File: src/rtl/sisc_pkg.sv
// Shared encodings for the SISC multicycle control path.
// Latency: n/a (constants and types only).
// Backpressure: n/a.
package sisc_pkg;

  // Opcode values as they appear in instr[31:28]
  localparam logic [3:0] OP_NOOP   = 4'h0;
  localparam logic [3:0] OP_REG_OP = 4'h1;
  localparam logic [3:0] OP_REG_IM = 4'h2;
  localparam logic [3:0] OP_BRA    = 4'h4;
  localparam logic [3:0] OP_BRR    = 4'h5;
  localparam logic [3:0] OP_BNE    = 4'h6;
  localparam logic [3:0] OP_BNR    = 4'h7;
  localparam logic [3:0] OP_LOD    = 4'h8;
  localparam logic [3:0] OP_STR    = 4'h9;
  localparam logic [3:0] OP_HLT    = 4'hF;

  // ALU function selects
  localparam logic [1:0] ALU_RR   = 2'b00;
  localparam logic [1:0] ALU_RI   = 2'b01;
  localparam logic [1:0] ALU_ADDR = 2'b10;

  localparam int STATE_W = 4;

  typedef enum logic [STATE_W-1:0] {
    ST_START0  = 4'd0,
    ST_START1  = 4'd1,
    ST_FETCH   = 4'd2,
    ST_DECODE  = 4'd3,
    ST_EXECUTE = 4'd4,
    ST_MEM     = 4'd5,
    ST_WB      = 4'd6,
    ST_HALT    = 4'd7,
    ST_ERR     = 4'd8
  } state_t;

endpackage

File: src/rtl/sisc_br_cond.sv
// Branch condition evaluation: classifies the opcode and tests stat against mm.
// Latency: purely combinational.
// Backpressure: none.
module sisc_br_cond
  import sisc_pkg::*;
#(
  parameter int OP_W   = 4,
  parameter int MM_W   = 4,
  parameter int STAT_W = 4
) (
  input  logic [OP_W-1:0]   opcode,
  input  logic [MM_W-1:0]   mm,
  input  logic [STAT_W-1:0] stat,
  output logic              is_branch,
  output logic              taken,
  output logic              br_abs
);

  logic any_set;
  assign any_set = |(stat & STAT_W'(mm));

  // BRA/BRR branch when any masked flag is set, BNE/BNR when none are
  always_comb begin
    is_branch = 1'b0;
    taken     = 1'b0;
    br_abs    = 1'b0;
    case (opcode)
      OP_W'(OP_BRA): begin is_branch = 1'b1; taken = any_set;  br_abs = 1'b1; end
      OP_W'(OP_BRR): begin is_branch = 1'b1; taken = any_set;  br_abs = 1'b0; end
      OP_W'(OP_BNE): begin is_branch = 1'b1; taken = !any_set; br_abs = 1'b1; end
      OP_W'(OP_BNR): begin is_branch = 1'b1; taken = !any_set; br_abs = 1'b0; end
      default:       ;
    endcase
  end

endmodule

File: src/rtl/sisc_mc_ctrl.sv
// Multicycle SISC control FSM: fetch/decode/execute/mem/writeback with req/ack memory port.
// Latency: 4 clocks for a zero-wait register op; each cycle without mem_ack adds one.
// Backpressure: holds in FETCH/MEM until mem_ack; SISC_CTRL_TIMEOUT_EN bounds the wait and enters ERR.
module sisc_mc_ctrl
  import sisc_pkg::*;
#(
  parameter int OP_W     = 4,
  parameter int MM_W     = 4,
  parameter int STAT_W   = 4,
  parameter int ALU_OP_W = 2,
  parameter int TIMEOUT  = 15
) (
  input  logic                clk,
  input  logic                rst_f,
  input  logic [OP_W-1:0]     opcode,
  input  logic [MM_W-1:0]     mm,
  input  logic [STAT_W-1:0]   stat,
  input  logic                mem_ack,
  output logic                rf_we,
  output logic [ALU_OP_W-1:0] alu_op,
  output logic                wb_sel,
  output logic                br_sel,
  output logic                pc_sel,
  output logic                pc_write,
  output logic                pc_rst,
  output logic                ir_load,
  output logic                rb_sel,
  output logic                mem_req,
  output logic                mem_we,
  output logic                halted,
  output logic                bus_err
);

  state_t state;

  logic is_branch, taken, br_abs;

  sisc_br_cond #(
    .OP_W   (OP_W),
    .MM_W   (MM_W),
    .STAT_W (STAT_W)
  ) u_br_cond (
    .opcode    (opcode),
    .mm        (mm),
    .stat      (stat),
    .is_branch (is_branch),
    .taken     (taken),
    .br_abs    (br_abs)
  );

  logic is_reg, is_regim, is_lod, is_str, is_hlt, is_mem;
  assign is_reg   = (opcode == OP_W'(OP_REG_OP));
  assign is_regim = (opcode == OP_W'(OP_REG_IM));
  assign is_lod   = (opcode == OP_W'(OP_LOD));
  assign is_str   = (opcode == OP_W'(OP_STR));
  assign is_hlt   = (opcode == OP_W'(OP_HLT));
  assign is_mem   = is_lod | is_str;

  logic wait_expired;

`ifdef SISC_CTRL_TIMEOUT_EN
  localparam int CNT_W = $clog2(TIMEOUT + 1);
  logic [CNT_W-1:0] wait_cnt;

  // Expires on the TIMEOUT-th consecutive cycle without an ack
  assign wait_expired = !mem_ack && (wait_cnt == CNT_W'(TIMEOUT - 1));

  // Count unacknowledged wait cycles; any other cycle clears, so entry to FETCH/MEM starts at 0
  always_ff @(posedge clk) begin
    if (!rst_f) begin
      wait_cnt <= '0;
    end else if ((state == ST_FETCH || state == ST_MEM) && !mem_ack) begin
      wait_cnt <= wait_cnt + CNT_W'(1);
    end else begin
      wait_cnt <= '0;
    end
  end
`else
  assign wait_expired = 1'b0;
`endif

  // State sequencing; reset wins from any state, including mid-access
  always_ff @(posedge clk) begin
    if (!rst_f) begin
      state <= ST_START0;
    end else begin
      case (state)
        ST_START0:  state <= ST_START1;
        ST_START1:  state <= ST_FETCH;
        ST_FETCH: begin
          if (mem_ack)           state <= ST_DECODE;
          else if (wait_expired) state <= ST_ERR;
        end
        ST_DECODE: begin
          if (is_hlt)                          state <= ST_HALT;
          else if (is_reg || is_regim || is_mem) state <= ST_EXECUTE;
          else                                 state <= ST_FETCH;
        end
        ST_EXECUTE: state <= is_mem ? ST_MEM : ST_WB;
        ST_MEM: begin
          if (mem_ack)           state <= is_str ? ST_FETCH : ST_WB;
          else if (wait_expired) state <= ST_ERR;
        end
        ST_WB:      state <= ST_FETCH;
        ST_HALT:    state <= ST_HALT;
        ST_ERR:     state <= ST_ERR;
        default:    state <= ST_START0;
      endcase
    end
  end

  // ALU function for the instruction held in IR during EXECUTE/WRITEBACK
  logic [ALU_OP_W-1:0] exec_alu;
  always_comb begin
    exec_alu = ALU_OP_W'(ALU_RR);
    if (is_regim)    exec_alu = ALU_OP_W'(ALU_RI);
    else if (is_mem) exec_alu = ALU_OP_W'(ALU_ADDR);
  end

  // Datapath controls from state, qualified by mem_ack in FETCH and by branch outcome in DECODE
  always_comb begin
    rf_we    = 1'b0;
    alu_op   = '0;
    wb_sel   = 1'b0;
    br_sel   = 1'b0;
    pc_sel   = 1'b0;
    pc_write = 1'b0;
    pc_rst   = 1'b0;
    ir_load  = 1'b0;
    rb_sel   = 1'b0;
    mem_req  = 1'b0;
    mem_we   = 1'b0;
    halted   = 1'b0;
    bus_err  = 1'b0;
    case (state)
      ST_START0, ST_START1: pc_rst = 1'b1;
      ST_FETCH: begin
        mem_req = 1'b1;
        if (mem_ack) begin
          ir_load  = 1'b1;
          pc_write = 1'b1;
        end
      end
      ST_DECODE: begin
        if (is_branch && taken) begin
          pc_sel   = 1'b1;
          pc_write = 1'b1;
          br_sel   = br_abs;
        end
      end
      ST_EXECUTE: alu_op = exec_alu;
      ST_MEM: begin
        mem_req = 1'b1;
        alu_op  = ALU_OP_W'(ALU_ADDR);
        mem_we  = is_str;
        rb_sel  = is_str;
      end
      ST_WB: begin
        rf_we  = 1'b1;
        alu_op = exec_alu;
        wb_sel = is_lod;
      end
      ST_HALT: halted = 1'b1;
`ifdef SISC_CTRL_TIMEOUT_EN
      ST_ERR:  bus_err = 1'b1;
`endif
      default: ;
    endcase
  end

endmodule

File: config.mk
export PLATFORM = sky130hd
export DESIGN_NAME = sisc_mc_ctrl
export DESIGN_NICKNAME = d
export VERILOG_FILES = /design/src/rtl/sisc_pkg.sv /design/src/rtl/sisc_br_cond.sv /design/src/rtl/sisc_mc_ctrl.sv
export SDC_FILE = /design/constraint.sdc
export NUM_CORES = 1
export LEC_CHECK = 0
export BUFFER_PORTS_ARGS = -buffer_cell sky130_fd_sc_hd__buf_2
export CORE_MARGIN = 1
export CORE_UTILIZATION = 36
export DETAILED_ROUTE_END_ITERATION = 10
export GPL_TIMING_DRIVEN = 0
export MAX_ROUTING_LAYER = met4
export PLACE_DENSITY = 0.69
export SLEW_MARGIN = 20
export SYNTH_ARGS = -nofsm -noshare
export SYNTH_HDL_FRONTEND = slang
export SYNTH_SLANG_ARGS = --single-unit
File: constraint.sdc
create_clock -name clk -period 1.8 [get_ports clk]
set_input_delay 0.36 -clock clk [delete_from_list [all_inputs] [get_ports clk]]
set_output_delay 0.36 -clock clk [all_outputs]
set_load 0.02 [all_outputs]
Word-level counts from Yosys, hierarchy flattened. Index checks and enable logic that the tools add are counted.

Bits in registers: 4. Bits of input ports: 15. Output and inout bits: 14. Word-level logic and storage cells: 63.

Equality and inequality tests: 19. Reduce and logical (&&, ||, !) cells: 15. Bitwise operators: 2. Mux-type cells: 26.

Operators with widths (count): 4-bit by 3-bit == test with 1-bit output (second input constant) (8); 4-bit one-hot mux with 8 select lines (1); 4-bit == test (second input constant) (4); 1-bit 2-to-1 mux (14); 2-bit OR reduction (7); 4-bit by 2-bit == test with 1-bit output (second input constant) (3); 3-bit 2-to-1 mux (3); 4-bit by 1-bit == test with 1-bit output (second input constant) (2); 4-bit 2-to-1 mux (2); 4-bit OR reduction (2); 2-bit 2-to-1 mux (3); 4-bit bitwise AND (1); 4-bit zero test (1); 2-bit inequality test (second input constant) (2); 1-bit one-hot mux with 2 select lines (2); 2-bit one-hot mux with 2 select lines (1); 1-bit logical OR (2); 2-bit AND reduction (1); 1-bit logical AND (1); 1-bit zero test (1); 1-bit OR (1).

Longest topological paths before layout. Gate-level depths: netlist of run 1.

Word-level depth: 7. Gate-level depth with buffers: 6.

Modules after synthesis. Synthesis of run 1 repeated with hierarchy kept, for this count alone.

Cells, all modules: 82. Area total of the unflattened synthesis: 539.3 µm².

Modules (own cells, without submodules): sisc_mc_ctrl (cells each 74, area an instance 491.7 µm², times used 1); sisc_br_cond (cells each 8, area an instance 47.5 µm², times used 1).

Worst setup path before layout of run 1. OpenSTA, ideal clock, no wires.

Kind: reg-to-output. From: register state[1]. To: output port pc_write. Buffers on the path: 1. Required time: 1.440 ns. Arrival time: 1.712 ns. Slack: -0.272 ns. Stages on the path, launching flop included: 5. Path through: dfxtp_1 > buf_2 > nand2b_1 > nor4b_1 > or2_1.

Cells in the longest elaborated chain, start to end: 2. Elaborated cells on any way between the ends: 3. Classes of those cells: eq/ne (2); mux (1).

RTL lines: from (decl) (line sisc_mc_ctrl.sv:34) `state_t state;`; from (signal assigned) (line sisc_mc_ctrl.sv:99) `ST_EXECUTE: state <= is_mem ? ST_MEM : ST_WB;`; from (signal assigned) (line sisc_mc_ctrl.sv:101) `if (mem_ack) state <= is_str ? ST_FETCH : ST_WB;`; 4-bit by 2-bit == test with 1-bit output (line sisc_mc_ctrl.sv:135) `case (state)`; 1-bit one-hot mux with 2 select lines (*) (line sisc_mc_ctrl.sv:135); to (decl) (line sisc_mc_ctrl.sv:24) `output logic pc_write,`.

Every way passes the cells marked *; elsewhere a longest branch is shown, timed or not.

Worst setup path in the final report of run 1.
From: input port stat[0]. To: output port pc_write.

Cells in the longest elaborated chain, start to end: 7.

RTL lines: from (decl) (line sisc_mc_ctrl.sv:17) `input logic [STAT_W-1:0] stat,`; 4-bit bitwise AND (*) (line sisc_br_cond.sv:20) `assign any_set = |(stat & STAT_W'(mm));`; 4-bit OR reduction (*) (line sisc_br_cond.sv:20); 1-bit zero test (line sisc_br_cond.sv:30, sisc_br_cond.sv:31); 1-bit one-hot mux with 2 select lines (*) (line sisc_br_cond.sv:27) `case (opcode)`; 1-bit logical AND (*) (line sisc_mc_ctrl.sv:145) `if (is_branch && taken) begin`; 1-bit 2-to-1 mux (*) (line sisc_mc_ctrl.sv:145); 1-bit one-hot mux with 2 select lines (*) (line sisc_mc_ctrl.sv:135).

Marks and branches as above.

==> results of run 1 <==
-- placed cells by master, fill, tap and decap left out, drive strengths merged, types with 2 or more instances in the layout --
cell,count
clkbuf,4
buf,36
dfxtp,4
and3,2
or3b,2
nand2b,6
or2,3
nor3,8
nand3,2
nor2,5
a22o,2
nor4,3
o21ai,2
a21oi,6
nand2,5
-- stage by stage --
step           TNS (ns)  instance area (um^2)
3_3_place_gp   -0.09239                 643.1
6_report       -0.07540                 794.5
5_1_grt         -0.2150                 794.5
3_5_place_dp    -0.1036                 643.1
2_1_floorplan         0                 490.5
4_1_cts        -0.09364                 733.2
-- worst max-delay path by stage --
stage	from	endpoint	cells past startpoint
after floorplan	stat[2]	pc_write	5
after global placement	stat[2]	pc_write	7
after detailed placement	stat[2]	pc_write	7
after CTS	mm[0]	pc_write	7
after global routing	stat[0]	pc_write	7
final	stat[0]	pc_write	7
-- critical path, delay by kind of cell --
family          cells  cell delay (ns)
simple gates        3             0.67
buf+inv             3             0.26
compound gates      1             0.22
-- kinds of logic after synthesis --
family / count (synthesis) / synth area share, %
and+or+nand+nor: 42 / 52.82
AOI/OAI and AO/OA: 15 / 22.25
buffers and inverters: 6 / 6.968
DFF: 4 / 17.16
other: 1 / 0.8035
-- report_power, final --
part / internal [uW] / total, uW / switching (uW) / leakage, uW
Sequential: 118 / 138 / 19.4 / 0.0000333
Combinational: 258 / 538 / 280 / 0.000315
Clock: 74.1 / 105 / 31.1 / 0.0000138
Total: 450 / 781 / 331 / 0.000362
-- area by class of cell --
cell class                 count  area [um^2]
multi-input combinational     58        427.9
inverter                       1        3.754
sequential                     4        83.83
clock buffer                   3        22.52
timing repair buffer          32        196.4
tap                           14        17.52
fill                         102        361.6
buffer                         5        42.54
-- metal layers --
layer	vias to the layer above	share of wire [%]	track usage, %
li1	321	-	-
met4	0	0	0
met1	275	46	26.69
met2	29	48	30.17
met3	0	6.1	5.233
met5	-	0	-
-- what timing repair did --
item / 4_1_cts / 5_1_grt
setup endpoints to repair: 5 / 8
resized for setup: 15 / 10
cloned: 0 / 0
pin swaps: 5 / 2
buffers inserted: 2 / 3
==> results by stage, run 1 <==
Run status:
- The run finished, with violations left.
- The final reports fail on setup timing.

Finish:
- For this run, the number of standard cells in the final layout without fillers is 117.
- The largest registers in the layout are state x4.
- The final layout contains 120 nets.
- Measured on the finished design, the core utilization comes to 68.72%.
- The layout cell share with drive strength beyond 1 is 60.19%.
- The area overhead of the layout relative to synthesis is 70.24%.
- The register with the most flip-flops in the layout has 4 of them.
- The count of antenna diodes in the layout is 0.
- The register with the most flip-flops in the final layout is state.

Synthesis:
- The share of async-settable or async-resettable flops after synthesis is 0%.
- The number of enable flip-flop cells after synthesis is 0.
- The total nets after synthesis is 83.
- The most used standard cell by instance count after synthesis is nor3_1.
- After synthesis, the largest area contributor takes up 17.16% of total cell area.
- After synthesis the netlist holds a flip-flop and latch count of 4.
- The post-synthesis instance total is 68.
- After synthesis, the cell types taking the most area are dfxtp_1 (17%), nor3_1 (8.6%), nand2b_1 (8.0%), a21oi_1 (6.4%), nor2_1 (4.0%).
- During synthesis, Yosys emitted a total of 0 warnings.
- By count the netlist is led by nor3_1 (8), a21oi_1 (6), nand2b_1 (6), nor2_1 (5).
- The most used flip-flop cell after synthesis is dfxtp_1.
- The cell area after synthesis is 466.7 um^2.
- The distinct cell type count of the synthesized netlist is 32.
- Summed over all instances, the cell type with the most area after synthesis is dfxtp_1.
- The sequential-to-total area share from yosys stat is 17.16%.
- In this run the mean area of a mapped cell was 6.863 um^2.

Worst setup path:
- The setup path with the least slack is of type input port to output pin.
- In this run the register-to-register setup slack is 0.33 ns.
- In this design, the critical path's most frequently occurring cell is buf_6.
- The data arrival at the endpoint of the critical path is 1.52 ns.
- Walking the worst path, the cells encountered are buf_6, a22o_1, or3_1, nand3_2, inv_2, or2_1, buf_6.
- The nature of the critical path startpoint is an input port.
- The capturing point of the worst reg2reg path is state[2].
- The largest stage delay on the critical path is 0.35 ns.
- The worst setup path is captured at an output pin.
- In this run the worst path has a maximum fanout of 2.
- Counting cells, the worst reg-to-reg path comes to 5.
- The required time at the worst-slack endpoint is 1.44 ns.
- The worst reg2reg path startpoint is state[0].
- The slowest stage of the critical path belongs to the cell or3_1.

GRT:
- The total routing usage reported by global routing is 19.32%.
- Entering global routing, the biggest net connects 11 pins.
- The number of antenna violations at the first check in global routing is 0.
- The first global-routing pass estimated 1.966 mm of wire.
- The via count of the first global-routing pass is 445.
- The total overflow left after global routing is 0.

Timing:
- Across all setup checks in the final design, the least slack found is -0.07540 ns.
- Setup violations remaining at the end of the flow were counted as 1.
- Derived from the worst setup path, the maximum achievable clock frequency is 0.5332 GHz.
- For the final database, setup skew stands at 0.001114 ns.
- The number of max-slew violations in the final report came to 0.
- Dividing the final minimum period by the clock period gives 104.2%.
- The worst-case hold slack is 0.3965 ns.
- After layout, the minimum clock period comes to 1.875 ns.
- The count of endpoints failing hold in the final timing report is 0.
- Setup repair after global routing could not meet its margin everywhere.

Power and ir drop:
- The worst supply voltage drop on vdd is 0.7075 mV.
- The power per cell area is 983.2 nW/um^2.
- The cell leakage power is 0.0003619 uW.
- The completed layout was analyzed and its total power is 781.2 uW.

Placement:
- The count of port buffers added during placement is 27.
- The half-perimeter wire length after placement is 977.6 um.
- The global placer's final weighted congestion is 0.8070.
- After detailed placement, the design holds a cell count of 109.
- The worst setup slack before clock tree synthesis is -0.1036 ns.

Detailed routing:
- In this run, the number of DRC markers left after iteration 0 of detailed routing was 15.
- In the routed design, unresolved DRC markers number 0.
- The final routed wire length divided by cell count is 11.85 um.
- Using the TritonRoute via totals, the vias-per-cell ratio works out to 5.342.
- The number of iterations in the first detailed-routing pass is 4.
- The routed design has 1.387 mm of wire.
- The number of vias after detailed routing is 625.
- The remaining number of nets flagged by the antenna check after routing is 0.

Clock tree:
- The clock passes through at most 2 buffers.
- The number of sinks driven by the clock tree is 4.
- TritonCTS built the clock tree.
- The tree is rooted in a clkbuf_4.
- The clock latency of the later-clocked register in the worst-skew pair is 0.23 ns.
- Counting the buffers created by CTS gives 3.
- The number of hold-repair buffers added at the cts stage is 0.
- The clock-pin slew on the worst setup and hold paths is 0.03 ns.
- The number of H-tree branching levels is 1.

Floorplan:
- The die covers 1444 um^2.
- The region available for standard cell placement spans 1156 um^2.
- The floorplan die width is 38.01 um.
- Once the floorplan was initialized, standard cells occupied 40.37% of the core.
- The initialized floorplan defines 12 standard-cell rows.
- Measured along the y axis, the die boundary spans 38.01 um.
- In this run the count of I/O pins placed on the die edge is 29.

Job:
- The max-cap violation count is 0.

Worst hold path:
- The hold path startpoint is rst_f.
- The worst hold path terminates at state[3].
- Along the worst hold path, the cell count comes to 2.
- The class of the worst hold path is input port to flop.
(Power assumes the default switching activity.)
==> inputs of run 2 (changes only) <==
- CAP_MARGIN: unset -> 5
- REMOVE_ABC_BUFFERS: unset -> 1
==> run 2 against run 1 <==
The flow still finishes with violations (setup timing). Register-to-register slack got worse by 0.12 ns. Fmax grew 1.1%. Hold slack better by 0.00050 ns. Sequential share of layout area is 2.3 points higher. Power decreased by 9.6%. Sequential power is 26% higher. Count of clock-buffer cells in the layout unchanged. Critical path type unchanged. Highest routed layer unchanged.
==> results by stage, run 2 (synthesis gave the netlist of run 1 again) <==
Clock tree:
- In this run the deepest clock path goes through 2 buffers.
- The clock-pin slew on the worst setup and hold paths is 0.04 ns.
- The clock latency of the later-clocked register in the worst-skew pair is 0.23 ns.
- In this run the number of H-tree levels came out at 1.
- Clock tree synthesis inserted a total of 3 buffers.
- The number of sinks driven by the clock tree is 4.
- CTS placed an instance of clkbuf_4 at the clock tree root.
- The TritonCTS clock tree is done.

Power and ir drop:
- In this run the power density over the cells is 993.6 nW/um^2.
- Across the VDD grid, the largest voltage drop is 0.5694 mV.
- Of the total power, registers draw 24.6%.
- For this design the total switching power over the nets is 314.8 uW.
- The switching part of the total is 44.58%.
- The proportion of power drawn by combinational gates is 60.1%.
- In this run the static leakage power is 0.0003133 uW.
- Of the total power, the clock network draws 15.3%.
- The total power of the final layout is 706.1 uW.
- Cell internal power was estimated by the tool at 391.3 uW.

Worst setup path:
- By startpoint and endpoint, the worst setup path is classified as input port to output pin.
- The worst register-to-register path ends at state[2].
- Data on the critical path arrives at its endpoint at 1.50 ns.
- STA puts the critical path data required time at 1.44 ns.
- The slack of the worst reg-to-reg path is 0.21 ns.
- For the worst flop-to-flop path, the logic depth is 6.
- In this run the critical register-to-register path is launched from state[0].
- STA classifies the critical path startpoint as an input port.
- Of all nets on the critical path, the largest fanout is 2.
- STA classifies the critical path endpoint as an output pin.

GRT:
- The number of antenna violations at the first check in global routing came to 0.
- The total overflow left after global routing is 0.
- The total routing usage reported by global routing is 20.25%.
- The via count of the first global-routing pass came to 535.
- The pin count of the biggest net entering global routing is 16.
- The first global-routing pass estimated 2.028 mm of wire.

Worst hold path:
- The worst hold path begins at rst_f.
- The hold path endpoint is state[3].
- The worst hold path was traced through 2 stages.
- The class of the worst hold path is input port to flop.

Detailed routing:
- In this run the remaining antenna-violating nets after routing total 0.
- The final route contains 606 vias.
- The total wirelength of the detailed-routed design is 1.319 mm.
- Using the TritonRoute via totals, the vias-per-cell ratio works out to 5.509.
- Dividing the detail-routed wire length by the instance count gives 11.99 um.
- The remaining routing DRC violations is 0.
- The first detailed-routing pass took 4 iterations.
- For this block, the initial DRC count from the detailed router was 16.

Timing:
- The number of max-slew violations in the final report is 0.
- The count of endpoints failing hold in the final timing report is 0.
- The final worst-path setup slack is -0.05574 ns.
- The worst clock skew on the final layout is 0.002479 ns.
- Setup repair after global routing could not meet its margin everywhere.
- The worst path uses 103.1% of the clock period.
- The upper clock frequency limit is 0.5389 GHz.
- The worst path in the final design needs a cycle of 1.856 ns, including I/O delays and setup.
- Setup violations remaining at the end of the flow were counted as 1.

Finish:
- The area growth from synthesis to layout is 52.28%.
- The most common cell after layout, fill and taps aside is buf_2.
- Of the cells placed in the final design, the portion with a size suffix greater than 1 is 54.17%.
- In the final layout, the registers with the most flip-flops are state x4.
- The fill cell total of the finished layout is 99.
- Cells fill 61.47% of the core in the end.
- The count of cells in the finished layout, fillers not included, comes to 110.
- The count of antenna diodes in the layout is 0.
- Leaving out fill and tap cells, the most frequent cells in the layout are buf_2 (23), nor3_1 (8), a21oi_1 (6).
- In the final design database the tool counted 113 nets.
- The register with the most flip-flops in the layout has 4 of them.
- state holds more flip-flops than any other register.

Run status:
- The flow ran to the end, but the final reports show violations.
- The final reports fail on setup timing.

Floorplan:
- The overall die area is 1444 um^2.
- For this configuration, the core starts out at a cell density of 40.37%.
- In this run the core area contains 12 standard-cell rows.
- The die is 38.01 um tall.
- 29 I/O pins were placed.
- The floorplan die width is 38.01 um.
- The total area inside the core boundary comes to 1156 um^2.

Placement:
- Detailed placement ended at an HPWL of 903.6 um.
- The number of cells after detailed placement is 104.
- The count of port buffers added during placement is 27.
- The global placer's final weighted congestion is 0.7801.

Job:
- The max-cap violation count is 0.
==> run 2: changes by cell type in the layout (fill, tap and decap cells not counted), moves of 2 or more <==
cell,change
nand2b_4,-2
buf_4,-4
nand2b_1,+2
dfxtp_4,+2
dfxtp_1,-2
buf_6,-3
==> run 2: stage by stage <==
step	hold WS, ns	cell area [um^2]	setup slack, ns	TNS [ns]
global placement	0.5636	590.6	-0.09443	-0.09443
detailed placement	0.5673	590.6	-0.1128	-0.1128
global route	0.3928	710.7	-0.1044	-0.1700
finish	0.3970	710.7	-0.05574	-0.05574
CTS	0.3888	670.6	-0.05896	-0.05896
floorplan	0.5125	437.9	-0.2718	-0.7679
==> run 2: power groups by stage <==
stage / clock network, uW / registers [uW] / logic, uW
floorplan: 0 / 165 / 224
global placement: 0 / 183 / 293
detailed placement: 0 / 184 / 301
CTS: 114 / 167 / 395
global route: 124 / 179 / 465
finish: 108 / 174 / 424
==> run 2: area by class of cell <==
type                    instances  area [um^2]  share of cell area [%]
well taps                      14        17.52                   2.465
inverters                       1        3.754                  0.5282
multi-input cells              58        400.4                   56.34
flip-flops and latches          4        91.34                   12.85
clock buffers                   3        22.52                   3.169
repair buffers                 30        175.2                   24.65
==> run 2: worst max-delay path by stage <==
stage	endpoint	startpoint	slack [ns]
final	pc_write	mm[0]	-0.06
after global placement	pc_write	stat[2]	-0.09
after global routing	pc_write	mm[0]	-0.10
after floorplan	pc_write	state[1]	-0.27
after CTS	pc_write	mm[0]	-0.06
after detailed placement	pc_write	stat[2]	-0.11
==> run 2: metal layers <==
| layer | GRT usage (%) | routed length [um] | up-vias |
|---|---|---|---|
| met1 | 23.24 | 607 | 268 |
| li1 | - | - | 303 |
| met3 | 8.721 | 88 | 0 |
| met2 | 33.62 | 624 | 35 |
| met5 | - | 0 | - |
| met4 | 2.679 | 0 | 0 |
==> run 2: timing repair <==
action / 4_1_cts / 5_1_grt
endpoints found under the setup margin: 10 / 6
buffers inserted: 3 / 0
pin swaps: 4 / 2
resized for setup: 12 / 9
hold buffers: 0 / 0
==> run 2: worst max-delay path, cell delays in order <==
cell and delay [ns]:
buf_6 0.09, a22o_1 0.22, or3_1 0.36, nand3_2 0.10, inv_2 0.03, or2_1 0.21
buf_6 0.13
